<file path="src/rtl/twofour_pkg.sv">
// ---------------------------------------------------------------------------
// twofour_pkg
//   Shared types and helpers for the streaming 2-to-4 decoder.
//   - code_t      : 2-bit {e1,e0} input code
//   - onehot_t    : 4-bit {d,c,b,a} one-hot result
//   - ONEHOT_NONE : all-zero symbol, used for disabled decodes and idle output
//   - occ_t       : occupancy state of the 2-entry skid buffer
//   - decode()    : code/enable -> one-hot
// ---------------------------------------------------------------------------
package twofour_pkg;

    typedef logic [1:0] code_t;
    typedef logic [3:0] onehot_t;

    localparam onehot_t ONEHOT_NONE = 4'b0000;

    typedef enum logic [1:0] {
        OCC_EMPTY = 2'd0,
        OCC_ONE   = 2'd1,
        OCC_FULL  = 2'd2
    } occ_t;

    function automatic onehot_t decode(input code_t code, input logic en);
        onehot_t result;
        if (en) begin
            result = onehot_t'(4'b0001 << code);
        end else begin
            result = ONEHOT_NONE;
        end
        return result;
    endfunction

endpackage

</file>
<file path="src/rtl/twofour_decoder_pipe_skid.sv">
// ---------------------------------------------------------------------------
// twofour_skid
//   Two-entry FIFO-ordered valid/ready buffer.
//   Ports:
//     clk, rst_n          clock, asynchronous active-low reset
//     in_valid/in_data    upstream symbol, accepted when in_ready
//     in_ready            registered: high while fewer than 2 entries are held
//     out_valid/out_data  head of buffer; out_data is zero while empty
//     out_ready           downstream accepts head this cycle
//   Occupancy is a small two-process state machine; the data slots carry no
//   reset because the output is gated by out_valid.
// ---------------------------------------------------------------------------
module twofour_skid
    import twofour_pkg::*;
#(
    parameter int DATA_W = 4
) (
    input  logic              clk,
    input  logic              rst_n,
    input  logic              in_valid,
    input  logic [DATA_W-1:0] in_data,
    output logic              in_ready,
    output logic              out_valid,
    output logic [DATA_W-1:0] out_data,
    input  logic              out_ready
);

    occ_t              occ;
    occ_t              occ_next;
    logic              push;
    logic              pop;
    logic              load_head;
    logic              load_tail;
    logic              head_from_tail;
    logic [DATA_W-1:0] head_p1;
    logic [DATA_W-1:0] tail_p1;

    assign push      = in_valid && in_ready;
    assign out_valid = (occ != OCC_EMPTY);
    assign pop       = out_valid && out_ready;
    assign out_data  = out_valid ? head_p1 : '0;

    always_comb begin
        occ_next       = occ;
        load_head      = 1'b0;
        load_tail      = 1'b0;
        head_from_tail = 1'b0;
        case (occ)
            OCC_EMPTY: begin
                if (push) begin
                    load_head = 1'b1;
                    occ_next  = OCC_ONE;
                end
            end
            OCC_ONE: begin
                case ({push, pop})
                    2'b11: load_head = 1'b1;      // head leaves, new symbol takes its place
                    2'b10: begin
                        load_tail = 1'b1;
                        occ_next  = OCC_FULL;
                    end
                    2'b01: occ_next = OCC_EMPTY;
                    default: ;
                endcase
            end
            OCC_FULL: begin
                // in_ready is low here, so only a pop can happen
                if (pop) begin
                    load_head      = 1'b1;
                    head_from_tail = 1'b1;
                    occ_next       = OCC_ONE;
                end
            end
            default: occ_next = OCC_EMPTY;
        endcase
    end

    // Stage boundary: control state
    always_ff @(posedge clk or negedge rst_n) begin
        if (!rst_n) begin
            occ      <= OCC_EMPTY;
            in_ready <= 1'b1;
        end else begin
            occ      <= occ_next;
            in_ready <= (occ_next != OCC_FULL);
        end
    end

    // Stage boundary: data slots
    always_ff @(posedge clk) begin
        if (load_head) begin
            head_p1 <= head_from_tail ? tail_p1 : in_data;
        end
        if (load_tail) begin
            tail_p1 <= in_data;
        end
    end

endmodule

</file>
<file path="src/rtl/twofour_decoder_pipe.sv">
// ---------------------------------------------------------------------------
// twofour_decoder_pipe
//   Streaming 2-to-4 decoder: accepts {e1,e0} codes over valid/ready, decodes
//   them to one-hot {d,c,b,a} and buffers results in a 2-entry skid stage.
//   Counts delivered symbols; optionally keeps a per-code delivery histogram.
//   Ports:
//     clk, rst_n                  clock, asynchronous active-low reset
//     in_valid, in_code, in_en    upstream symbol; in_en=0 decodes to 0000
//     in_ready                    block can accept a symbol this cycle
//     out_valid, out_onehot       decoded head symbol (0000 while empty)
//     out_ready                   downstream accepts symbol
//     sym_count                   delivered symbol count, wraps at 2**CNT_W
//     hist_cnt                    per-code counts, [k*CNT_W +: CNT_W] = code k
//   Configuration macro: TWOFOUR_HIST_EN adds the hist_cnt port and counters.
// ---------------------------------------------------------------------------
module twofour_decoder_pipe
    import twofour_pkg::*;
#(
    parameter int CNT_W = 8
) (
    input  logic             clk,
    input  logic             rst_n,
    input  logic             in_valid,
    input  code_t            in_code,
    input  logic             in_en,
    output logic             in_ready,
    output logic             out_valid,
    output onehot_t          out_onehot,
    input  logic             out_ready,
    output logic [CNT_W-1:0] sym_count
`ifdef TWOFOUR_HIST_EN
    ,
    output logic [4*CNT_W-1:0] hist_cnt
`endif
);

    function automatic logic [CNT_W-1:0] wrap_inc(input logic [CNT_W-1:0] v);
        return v + CNT_W'(1);
    endfunction

    onehot_t decoded_p0;
    logic    pop;

    assign decoded_p0 = decode(in_code, in_en);
    assign pop        = out_valid && out_ready;

    twofour_skid #(
        .DATA_W (4)
    ) u_skid (
        .clk       (clk),
        .rst_n     (rst_n),
        .in_valid  (in_valid),
        .in_data   (decoded_p0),
        .in_ready  (in_ready),
        .out_valid (out_valid),
        .out_data  (out_onehot),
        .out_ready (out_ready)
    );

    // Stage boundary: delivered-symbol counter
    always_ff @(posedge clk or negedge rst_n) begin
        if (!rst_n) begin
            sym_count <= '0;
        end else if (pop) begin
            sym_count <= wrap_inc(sym_count);
        end
    end

`ifdef TWOFOUR_HIST_EN
    logic [CNT_W-1:0] hist_p1 [4];

    // Stage boundary: per-code histogram; an all-zero symbol matches no bin
    always_ff @(posedge clk or negedge rst_n) begin
        if (!rst_n) begin
            for (int k = 0; k < 4; k++) begin
                hist_p1[k] <= '0;
            end
        end else if (pop) begin
            for (int k = 0; k < 4; k++) begin
                if (out_onehot[k]) begin
                    hist_p1[k] <= wrap_inc(hist_p1[k]);
                end
            end
        end
    end

    always_comb begin
        hist_cnt = '0;
        for (int k = 0; k < 4; k++) begin
            hist_cnt[k*CNT_W +: CNT_W] = hist_p1[k];
        end
    end
`endif

endmodule

</file>
<file path="config.mk">
export PLATFORM = sky130hd
export DESIGN_NAME = twofour_decoder_pipe
export DESIGN_NICKNAME = d
export VERILOG_FILES = /design/src/rtl/twofour_pkg.sv /design/src/rtl/twofour_decoder_pipe_skid.sv /design/src/rtl/twofour_decoder_pipe.sv
export SDC_FILE = /design/constraint.sdc
export NUM_CORES = 1
export LEC_CHECK = 0
export CAP_MARGIN = 15
export CORE_MARGIN = 10
export CORE_UTILIZATION = 45
export CTS_CLUSTER_DIAMETER = 200
export DETAILED_ROUTE_END_ITERATION = 10
export GPL_ROUTABILITY_DRIVEN = 0
export PLACE_DENSITY_LB_ADDON = 0.12
export SLEW_MARGIN = 10
export SYNTH_ARGS = -nofsm -noshare
export SYNTH_HDL_FRONTEND = slang
export SYNTH_SLANG_ARGS = --single-unit
</file>
<file path="constraint.sdc">
create_clock -name clk -period 2.05 [get_ports clk]
set_clock_uncertainty 0.1 [all_clocks]
set_input_delay 0.3075 -clock clk [delete_from_list [all_inputs] [get_ports clk]]
set_output_delay 0.3075 -clock clk [all_outputs]
set_load 0.005 [all_outputs]
</file>
==> impl_metrics.csv, run 1 <==
group,metric,value,unit
run_status,outcome,"finished clean",
critical_path,crit_arrival,1.43,ns
placed_design,dpl.hpwl,1.35,mm
synth,yosysSeqAreaShare,56.6,%
cells_and_area,nNetsFinal,107,
sta,worst_slew_margin_rel,68.6,%
power_and_ir_drop,peakVddDrop,0.704,mV
critical_path,critPathKind,"reg -> out",
floorplan,boundaryPins,21,
placed_design,pre_cts_ws,0.140,ns
synth,syn_inst,73,
detailed_routing,vias_per_cell,4.76,
global_route,grt_util_all_layers,8.40,%
sta,setup_viol,0,
cells_and_area,final_area,1190,sq um
cells_and_area,final_util,61.5,%
clocking,cts-buffers-inserted,3,
detailed_routing,drc_errors,0,
clocking,postCtsHoldBufs,0,
critical_path,cp.required,1.64,ns
min_path,hold_path.class,"in -> async",
power_and_ir_drop,swShare,30.3,%
synth,syn_avg_cell_area,12.5,sq um
global_route,antenna_found_initial,0,
power_and_ir_drop,p_comb_share,41.9,%
power_and_ir_drop,seqPwrFrac,44.9,%
critical_path,cp_max_fo,6,
power_and_ir_drop,finalPower,1.36,mW
detailed_routing,drt_iter0_drc,22,
global_route,grt-ovfl-total,0,
critical_path,end_kind,"output pin",
synth,yosysUniqueCellTypes,34,
clocking,cts_buffer_depth,2,
synth,synth-edff-count,8,
clocking,cts_root_buffer,"clkbuf_4",
cells_and_area,layout-drive-gt1-share,18.4,%
placed_design,portBuffers,20,
sta,period_share,89.4,%
critical_path,crit_chain,"or2_4, clkdlybuf4s50_1",
power_and_ir_drop,leakagePower,0.556,nW
synth,yosys-top-cells-area,"dfrtp_1 27%, edfxtp_1 26%, mux2_2 4.9%",
sta,finalHoldViolCount,0,
global_route,grt_pass1_vias,593,
floorplan,die_h,65.1,um
floorplan,core_area,1940,sq um
sta,fin_crit,1.83,ns
cells_and_area,fill_cells,179,
global_route,grt_max_degree,12,
critical_path,slowest_stage,"clkdlybuf4s50_1",
floorplan,dieArea,4230,sq um
synth,synth_flop_cell,"dfrtp_1",
flow_run,drv_cap,0,
power_and_ir_drop,p_sw,0.413,mW
detailed_routing,wire_per_inst,13.4,um
critical_path,reg2reg_slack,0.44,ns
clocking,cts_tree,"done",
detailed_routing,first_pass_iters,4,
clocking,clk_latency,0.29,ns
clocking,clkSinkCount,19,
clocking,htreeDepth,1,
power_and_ir_drop,p_int,0.952,mW
sta,drv_slew,0,
critical_path,start_kind,"flop",
power_and_ir_drop,clkPwrFrac,13.2,%
detailed_routing,ant_nets,0,
synth,ys_seq_elements,19,
clocking,clkTransAtPathRegs,0.10,ns
synth,synth_fp_nets,81,
floorplan,start_util,47.0,%
placed_design,place_area,1140,sq um
detailed_routing,routed_wl,1.67,mm
detailed_routing,vias,595,
critical_path,worst_path_largest_cell_delay,0.45,ns
sta,finalWorstSetupSlack,0.217,ns
sta,rsz0062_at_grt,"no",
synth,async_reset_ff_share,57.9,%
power_and_ir_drop,power.density,1140,nW/um^2
global_route,grt_pass1_wl,2.76,mm
synth,synth_top_cell_area_share,27.4,%
sta,worstMarginPinSlew,0.470,ns
sta,max_freq,546,MHz
cells_and_area,antennaDiodeCount,0,
cells_and_area,synthToLayoutAreaGrowth,30.7,%
synth,synth_largest_area_cell,"dfrtp_1",
sta,tns,0,ns
synth,synth_warnings,0,
floorplan,die_w,65.1,um
floorplan,rows,16,
synth,syn-cell-area,913,sq um
-- area by class of cell --
| class | instances | area [sq um] | share of cell area (%) |
|---|---|---|---|
| flip-flops and latches | 19 | 518 | 43.4 |
| clock buffers | 4 | 26.3 | 2.20 |
| well taps | 27 | 33.8 | 2.83 |
| repair buffers | 24 | 240 | 20.1 |
| inverters | 1 | 3.75 | 0.314 |
| multi-input cells | 50 | 372 | 31.1 |
-- critical path: cells and delay by family (launching register included) --
| kind | cells | cell delay, ns |
|---|---|---|
| simple gates | 1 | 0.27 |
| flops | 1 | 0.41 |
| buf+inv | 1 | 0.45 |
-- layer usage --
| layer | track usage, % | vias up | wire length, um | share of wire, % |
|---|---|---|---|---|
| met5 | 0 | - | 0 | 0 |
| met4 | 4.81 | 0 | 33 | 2.0 |
| li1 | - | 308 | - | - |
| met1 | 9.92 | 267 | 778 | 47 |
| met2 | 12.2 | 15 | 734 | 44 |
| met3 | 3.95 | 5 | 126 | 7.5 |
-- registers in the layout (all words and copies together), names as in the netlist --
signal / cells
u_skid.head_p1: 4
u_skid.tail_p1: 4
u_skid.occ: 2
sym_count: 8
u_skid.in_ready: 1
-- worst paths after layout --
check	start	to	depth (start not counted)
max in group asynchronous	rst_n	u_skid.in_ready$_DFF_PN1_	1
setup / recovery	u_skid.occ[0]$_DFF_PN0_	out_valid	2
min in group clk	sym_count[7]$_DFFE_PN0P_	sym_count[7]$_DFFE_PN0P_	1
setup reg to reg	u_skid.occ[1]$_DFF_PN0_	u_skid.tail_p1[1]$_DFFE_PP_	4
hold / removal	rst_n	sym_count[3]$_DFFE_PN0P_	1
hold reg to reg	sym_count[7]$_DFFE_PN0P_	sym_count[7]$_DFFE_PN0P_	1
-- stage by stage --
step           cells  hold WS, ns
2_1_floorplan     73      -0.0881
3_3_place_gp     119        0.356
3_5_place_dp     119        0.356
4_1_cts          124        0.236
5_1_grt          125        0.243
6_report         125        0.225
-- Yosys cell counts, drive strengths merged, types with 2 or more instances --
| master | n |
|---|---|
| o211ai | 2 |
| xor2 | 4 |
| nor3 | 2 |
| xnor2 | 3 |
| nand2 | 7 |
| mux2 | 5 |
| nand4 | 2 |
| buf | 3 |
| nor2 | 3 |
| o21bai | 2 |
| nand3b | 2 |
| or2 | 2 |
| and2 | 4 |
| dfrtp | 10 |
| edfxtp | 8 |
-- power by group through the flow --
| stage | combinational [mW] | clock, mW | sequential [mW] |
|---|---|---|---|
| CTS | 0.581 | 0.189 | 0.612 |
| detailed placement | 0.541 | 0 | 0.631 |
| floorplan | 0.267 | 0 | 0.615 |
| global placement | 0.528 | 0 | 0.624 |
| global route | 0.636 | 0.217 | 0.624 |
| finish | 0.572 | 0.180 | 0.613 |
-- logic make-up (layout without fill, tap and decap cells) --
group,Yosys count,after routing,synth area share (%)
buf+inv,4,29,3.01
flops,19,19,56.6
compound gates,8,8,6.03
mux,5,5,6.57
simple gates,29,29,19.7
fa+ha+maj,1,1,1.37
xor+xnor,7,7,6.71
-- cell usage in the layout, fill, tap and decap left out, types with 3 or more instances in the layout --
cell type,count
dfrtp_1,9
nor2_1,3
edfxtp_1,8
buf_4,4
and2_1,4
nand2_1,6
xor2_1,4
xnor2_1,3
clkbuf_4,3
mux2_2,4
clkdlybuf4s50_1,16
dlymetal6s2s_1,4
-- repair_timing --
item,in CTS,in global routing
gates resized for setup,2,4
buffers inserted,1,1
hold endpoints to repair,0,0
pin swaps,0,0
endpoints found under the setup margin,4,4
Power figures use the tool's default switching activity.
==> run 2: changes to the inputs <==
Settings changed: CORE_MARGIN 10 to 4, CTS_CLUSTER_SIZE set to 24.
==> run 2 against run 1 <==
Net effect:
- design area down 0.42%
- combinational power about the same
- routed wire length decreased by 0.96%
- global-route usage increased by 5.7 points
- first-iteration DRC count down 77%
- critical path depth rose by 1
- largest power group unchanged
- highest routed layer unchanged
==> impl_metrics.csv, run 2 (same netlist as run 1, synthesis figures left out) <==
group,metric,value,unit
sta,worst_slew_margin_rel,67.0,%
detailed_routing,drc_errors,0,
min_path,hold_path.class,"in -> async",
global_route,use_met1,17.3,%
cells_and_area,layout-drive-gt1-share,18.4,%
critical_path,critPathKind,"reg -> out",
run_status,outcome,"finished clean",
cells_and_area,largest_register_ffs,8,
sta,whs,0.224,ns
floorplan,core_area,1940,sq um
global_route,grt_pass1_wl,2.82,mm
power_and_ir_drop,power.density,1160,nW/um^2
detailed_routing,ant_nets,0,
critical_path,ff2ff_path_depth,4,
clocking,cts_tree,"done",
power_and_ir_drop,p_comb_share,41.7,%
sta,worstMarginPinSlew,0.494,ns
sta,finalHoldViolCount,0,
placed_design,dpl.cell_count,119,
floorplan,die_h,53.1,um
cells_and_area,reg_top3,"sym_count: 8 flops, u_skid.head_p1: 4 flops, u_skid.tail_p1: 4 flops",
detailed_routing,first_pass_iters,4,
sta,period_share,97.5,%
cells_and_area,fin_cells,125,
detailed_routing,drt_iter0_drc,5,
sta,fin_crit,2.00,ns
sta,drv_slew,0,
critical_path,start_kind,"flop",
cells_and_area,layout_common_cells,"18 x clkdlybuf4s50_1, 9 x dfrtp_1, 8 x edfxtp_1, 6 x nand2_1",
clocking,cts_buffer_depth,2,
global_route,grt_pass1_vias,644,
floorplan,dieArea,2810,sq um
sta,tns,0,ns
cells_and_area,antennaDiodeCount,0,
global_route,met2_usage,23.3,%
critical_path,cp_max_fo,6,
power_and_ir_drop,swShare,30.6,%
clocking,cts_root_buffer,"clkbuf_4",
detailed_routing,vias_per_cell,4.90,
clocking,cts-buffers-inserted,3,
floorplan,boundaryPins,21,
flow_run,drv_cap,0,
placed_design,portBuffers,20,
sta,max_freq,500,MHz
clocking,clk_latency,0.30,ns
clocking,postCtsHoldBufs,0,
critical_path,cp.required,1.64,ns
critical_path,end_kind,"output pin",
power_and_ir_drop,leakagePower,0.526,nW
global_route,top_usage_layer,"met2",
clocking,htreeDepth,1,
power_and_ir_drop,seqPwrFrac,44.4,%
power_and_ir_drop,p_sw,0.421,mW
power_and_ir_drop,clkPwrFrac,13.8,%
detailed_routing,vias,613,
cells_and_area,layout_commonest_cell,"clkdlybuf4s50_1",
cells_and_area,final_area,1190,sq um
global_route,grtUsageMet3,3.38,%
global_route,grt_max_degree,12,
floorplan,rows,16,
cells_and_area,synthToLayoutAreaGrowth,30.1,%
global_route,antenna_found_initial,0,
critical_path,crit_arrival,1.59,ns
sta,setup_viol,0,
placed_design,dpl.hpwl,1.26,mm
floorplan,die_w,53.1,um
cells_and_area,nNetsFinal,107,
clocking,clkTransAtPathRegs,0.11,ns
cells_and_area,top_register,"sym_count",
sta,rsz0062_at_grt,"no",
power_and_ir_drop,p_int,0.956,mW
global_route,grt_util_all_layers,14.1,%
detailed_routing,wire_per_inst,13.2,um
floorplan,start_util,47.0,%
sta,finalWorstSetupSlack,0.0504,ns
placed_design,pre_cts_ws,0.120,ns
placed_design,place_area,1140,sq um
global_route,grt-ovfl-total,0,
clocking,clkSinkCount,19,
detailed_routing,routed_wl,1.66,mm
power_and_ir_drop,peakVddDrop,0.597,mV
## run 2: cell count changes in the layout (fill, tap and decap cells not counted), sizes merged
| cell | delta |
|---|---|
| clkdlybuf4s50 | +2 |
| dlymetal6s2s | -2 |
## run 2: layout make-up
cell class	instances	area, sq um
Clock buffer	4	26.3
Fill cell	181	753
Timing Repair Buffer	24	235
Multi-Input combinational cell	50	372
Tap cell	27	33.8
Sequential cell	19	518
Inverter	1	3.75
## run 2: worst paths after layout
kind	end	start	slack [ns]
worst min-delay path	sym_count[5]$_DFFE_PN0P_	rst_n	0.22
worst max-delay path	out_onehot[0]	u_skid.occ[0]$_DFF_PN0_	0.05
max in group asynchronous	u_skid.occ[0]$_DFF_PN0_	rst_n	1.27
worst min register to register	sym_count[7]$_DFFE_PN0P_	sym_count[7]$_DFFE_PN0P_	0.37
min in group clk	sym_count[7]$_DFFE_PN0P_	sym_count[7]$_DFFE_PN0P_	0.37
worst max register to register	u_skid.tail_p1[2]$_DFFE_PP_	u_skid.occ[1]$_DFF_PN0_	0.42
## run 2: worst max-delay path, cell delays in order, from the launching register on
cell and delay [ns]:
dfrtp_2 0.41, or2_4 0.27, and2_1 0.16, clkdlybuf4s50_1 0.44
## run 2: power groups by stage
stage	registers, mW	clock network [mW]	logic (mW)
floorplan	0.615	0	0.267
global placement	0.624	0	0.519
detailed placement	0.632	0	0.529
CTS	0.612	0.193	0.574
global route	0.631	0.207	0.630
finish	0.612	0.190	0.575
## run 2: what timing repair did
action	4_1_cts	5_1_grt
setup endpoints to repair	4	4
resized for setup	2	2
endpoints found under the hold margin	0	0
setup buffers	1	1
## run 2: metrics by stage
step,power [mW],util [%]
floorplan,0.883,-
global placement,1.14,58.6
detailed placement,1.16,58.6
CTS,1.38,60.6
global route,1.47,61.2
finish,1.38,61.2
## run 2: per-layer routing
layer	vias up	part of all wire, %
met1	287	45
met5	-	0
met4	0	1.9
li1	307	-
met2	15	48
met3	4	5.6
==> run 3: changes to the inputs <==
Settings changed: ABC_AREA set to 1, ABC_CLOCK_PERIOD_IN_PS set to 2050.
==> run 3 against run 2 <==
Net effect:
- critical path depth grew 1
- combinational power grew 8.9%
- synthesized area grew 1.4%
- worst setup slack gained 0.051 ns
- global-route usage grew 0.71 points
- synthesized cell count grew 49%
- power grew 6.1%
- critical path type unchanged
- register-to-register slack gained 0.11 ns
- largest power group unchanged
- highest routed layer unchanged
- clock-buffer cell count is the same
==> impl_metrics.csv, run 3 <==
group,metric,value,unit
sta,tns,0,ns
critical_path,cp-startpoint,"u_skid.occ[0]$_DFF_PN0_",
sta,setup_viol,0,
detailed_routing,drc_errors,0,
cells_and_area,fill_cells,188,
sta,whs,0.227,ns
cells_and_area,seqCellArea,517,sq um
power_and_ir_drop,clkPwrFrac,12.8,%
power_and_ir_drop,leakagePower,0.543,nW
sta,max_freq,513,MHz
synth,synth_warnings,0,
cells_and_area,final_area,1190,sq um
synth,synth-edff-count,8,
clocking,post_cts_buffers,0,
sta,rsz0062_at_grt,"no",
placed_design,place_area,1160,sq um
critical_path,critPathKind,"reg -> out",
detailed_routing,routed_wl,1.71,mm
cells_and_area,multi_input_area,334,sq um
cells_and_area,largest_register_ffs,8,
synth,yosys-top-cells-area,"dfrtp_1 27%, edfxtp_1 26%, nand2_1 13%",
placed_design,pre_cts_ws,0.209,ns
power_and_ir_drop,p_int,0.940,mW
floorplan,core_area,1960,sq um
synth,ys_seq_elements,19,
critical_path,critical_path.endpoint,"out_onehot[1]",
critical_path,start_kind,"flop",
clocking,cts_tree,"done",
global_route,antenna_found_initial,0,
critical_path,reg2reg_to,"u_skid.tail_p1[3]$_DFFE_PP_",
cells_and_area,final_util,60.5,%
power_and_ir_drop,seqPwrFrac,44.4,%
synth,syn_avg_cell_area,8.49,sq um
run_status,outcome,"finished clean",
synth,synth_flop_cell,"dfrtp_1",
synth,syn-cell-area,926,sq um
synth,synth_largest_area_cell,"dfrtp_1",
cells_and_area,synthToLayoutAreaGrowth,28.1,%
power_and_ir_drop,peakVddDrop,0.784,mV
min_path,hold_path.class,"in -> async",
cells_and_area,layout_commonest_cell,"nand2_1",
placed_design,dpl.hpwl,1.37,mm
global_route,grt-ovfl-total,0,
global_route,grt_max_degree,12,
critical_path,cp.required,1.64,ns
cells_and_area,reg_top3,"sym_count: 8 flops, u_skid.head_p1: 4 flops, u_skid.tail_p1: 4 flops",
global_route,grt_pass1_wl,3.00,mm
detailed_routing,vias,776,
cells_and_area,layout_common_cells,"32 x nand2_1, 20 x clkdlybuf4s50_1, 18 x inv_1, 13 x nor2_1, 10 x dfrtp_1",
power_and_ir_drop,power.density,1230,nW/um^2
flow_run,drv_cap,0,
clocking,clkTransAtPathRegs,0.11,ns
cells_and_area,layout-drive-gt1-share,4.51,%
synth,yosysUniqueCellTypes,17,
critical_path,reg2reg_from,"u_skid.occ[1]$_DFF_PN0_",
power_and_ir_drop,finalPower,1.46,mW
sta,drv_slew,0,
clocking,htreeDepth,1,
floorplan,boundaryPins,21,
cells_and_area,top_register,"sym_count",
global_route,grt_util_all_layers,14.8,%
floorplan,die_h,53.4,um
detailed_routing,drt_iter0_drc,26,
critical_path,crit_arrival,1.54,ns
power_and_ir_drop,p_comb_share,42.8,%
synth,yosysMostFrequentCell,"nand2_1",
clocking,cts-buffers-inserted,3,
detailed_routing,vias_per_cell,4.85,
detailed_routing,first_pass_iters,4,
critical_path,cp_max_fo,6,
placed_design,dpl.cell_count,156,
critical_path,end_kind,"output pin",
critical_path,reg2reg_slack,0.53,ns
synth,yosysSeqAreaShare,55.8,%
placed_design,portBuffers,20,
floorplan,rows,16,
synth,synth_fp_nets,117,
cells_and_area,fin_cells,160,
synth,async_reset_ff_share,57.9,%
clocking,clk_latency,0.30,ns
sta,worstMarginPinSlew,0.495,ns
synth,synthTopCellsByCount,"32 x nand2_1, 18 x inv_1, 13 x nor2_1, 10 x dfrtp_1, 9 x nand3_1",
sta,period_share,95.1,%
floorplan,dieArea,2850,sq um
clocking,clkSinkCount,19,
global_route,grt_pass1_vias,710,
cells_and_area,antennaDiodeCount,0,
detailed_routing,ant_nets,0,
clocking,postCtsHoldBufs,0,
critical_path,ff2ff_path_depth,5,
sta,fin_crit,1.95,ns
synth,syn_inst,109,
floorplan,start_util,47.2,%
clocking,cts.repair.resized,0,
cells_and_area,nNetsFinal,142,
clocking,cts_buffer_depth,2,
power_and_ir_drop,swShare,35.7,%
sta,finalWorstSetupSlack,0.101,ns
detailed_routing,wire_per_inst,10.7,um
sta,worst_slew_margin_rel,66.9,%
floorplan,die_w,53.4,um
sta,finalHoldViolCount,0,
synth,synth_top_cell_area_share,27.0,%
power_and_ir_drop,p_sw,0.521,mW
clocking,cts_root_buffer,"clkbuf_4",
## run 3: changes by cell type in the layout (fill, tap and decap cells not counted), sizes merged, moves of 3 or more
cell   previous run  this run
nand2             7        32
inv               1        18
nor2              3        14
nand3             1         9
mux2              5         0
and2              4         0
buf               4         1
## run 3: worst max-delay path: stages (launching register included)
cell and delay [ns]:
dfrtp_1 0.43, nor2_1 0.07, buf_4 0.16, nor2_1 0.08, clkdlybuf4s50_1 0.51
## run 3: layer usage
layer	vias to the layer above	track usage [%]	share of wire (%)
met5	-	0	0
met4	0	8.94	2.2
met3	4	2.54	6.7
met2	25	22.0	44
met1	351	19.9	47
li1	396	-	-
## run 3: cell type report
type	count	share of cell area, %
Sequential cell	19	43.6
Multi-Input combinational cell	71	28.2
Clock buffer	4	2.22
Timing Repair Buffer	21	17.5
Tap cell	27	2.85
Inverter	18	5.70
## run 3: how the worst min path moves through the flow
stage,endpoint,startpoint,slack (ns),cells past startpoint
floorplan,sym_count[0]$_DFFE_PN0P_,rst_n,-0.09,0
global route,u_skid.occ[0]$_DFF_PN0_,rst_n,0.26,1
finish,sym_count[7]$_DFFE_PN0P_,rst_n,0.23,1
detailed placement,sym_count[7]$_DFFE_PN0P_,sym_count[7]$_DFFE_PN0P_,0.39,2
global placement,sym_count[7]$_DFFE_PN0P_,sym_count[7]$_DFFE_PN0P_,0.38,2
CTS,sym_count[7]$_DFFE_PN0P_,rst_n,0.24,1
## run 3: cells by family after synthesis
group | after synthesis | share of synthesized area [%]
compound gates | 3 | 1.76
xor+xnor | 4 | 3.78
fa+ha+maj | 1 | 1.35
buf+inv | 19 | 8.11
flops | 19 | 55.8
simple gates | 63 | 29.2
## run 3: power groups by stage
| stage | clock [mW] | combinational [mW] | sequential [mW] |
|---|---|---|---|
| 6_report | 0.187 | 0.626 | 0.649 |
| 5_1_grt | 0.210 | 0.715 | 0.665 |
| 4_1_cts | 0.193 | 0.637 | 0.649 |
| 3_5_place_dp | 0 | 0.634 | 0.657 |
| 3_3_place_gp | 0 | 0.616 | 0.655 |
| 2_1_floorplan | 0 | 0.311 | 0.644 |
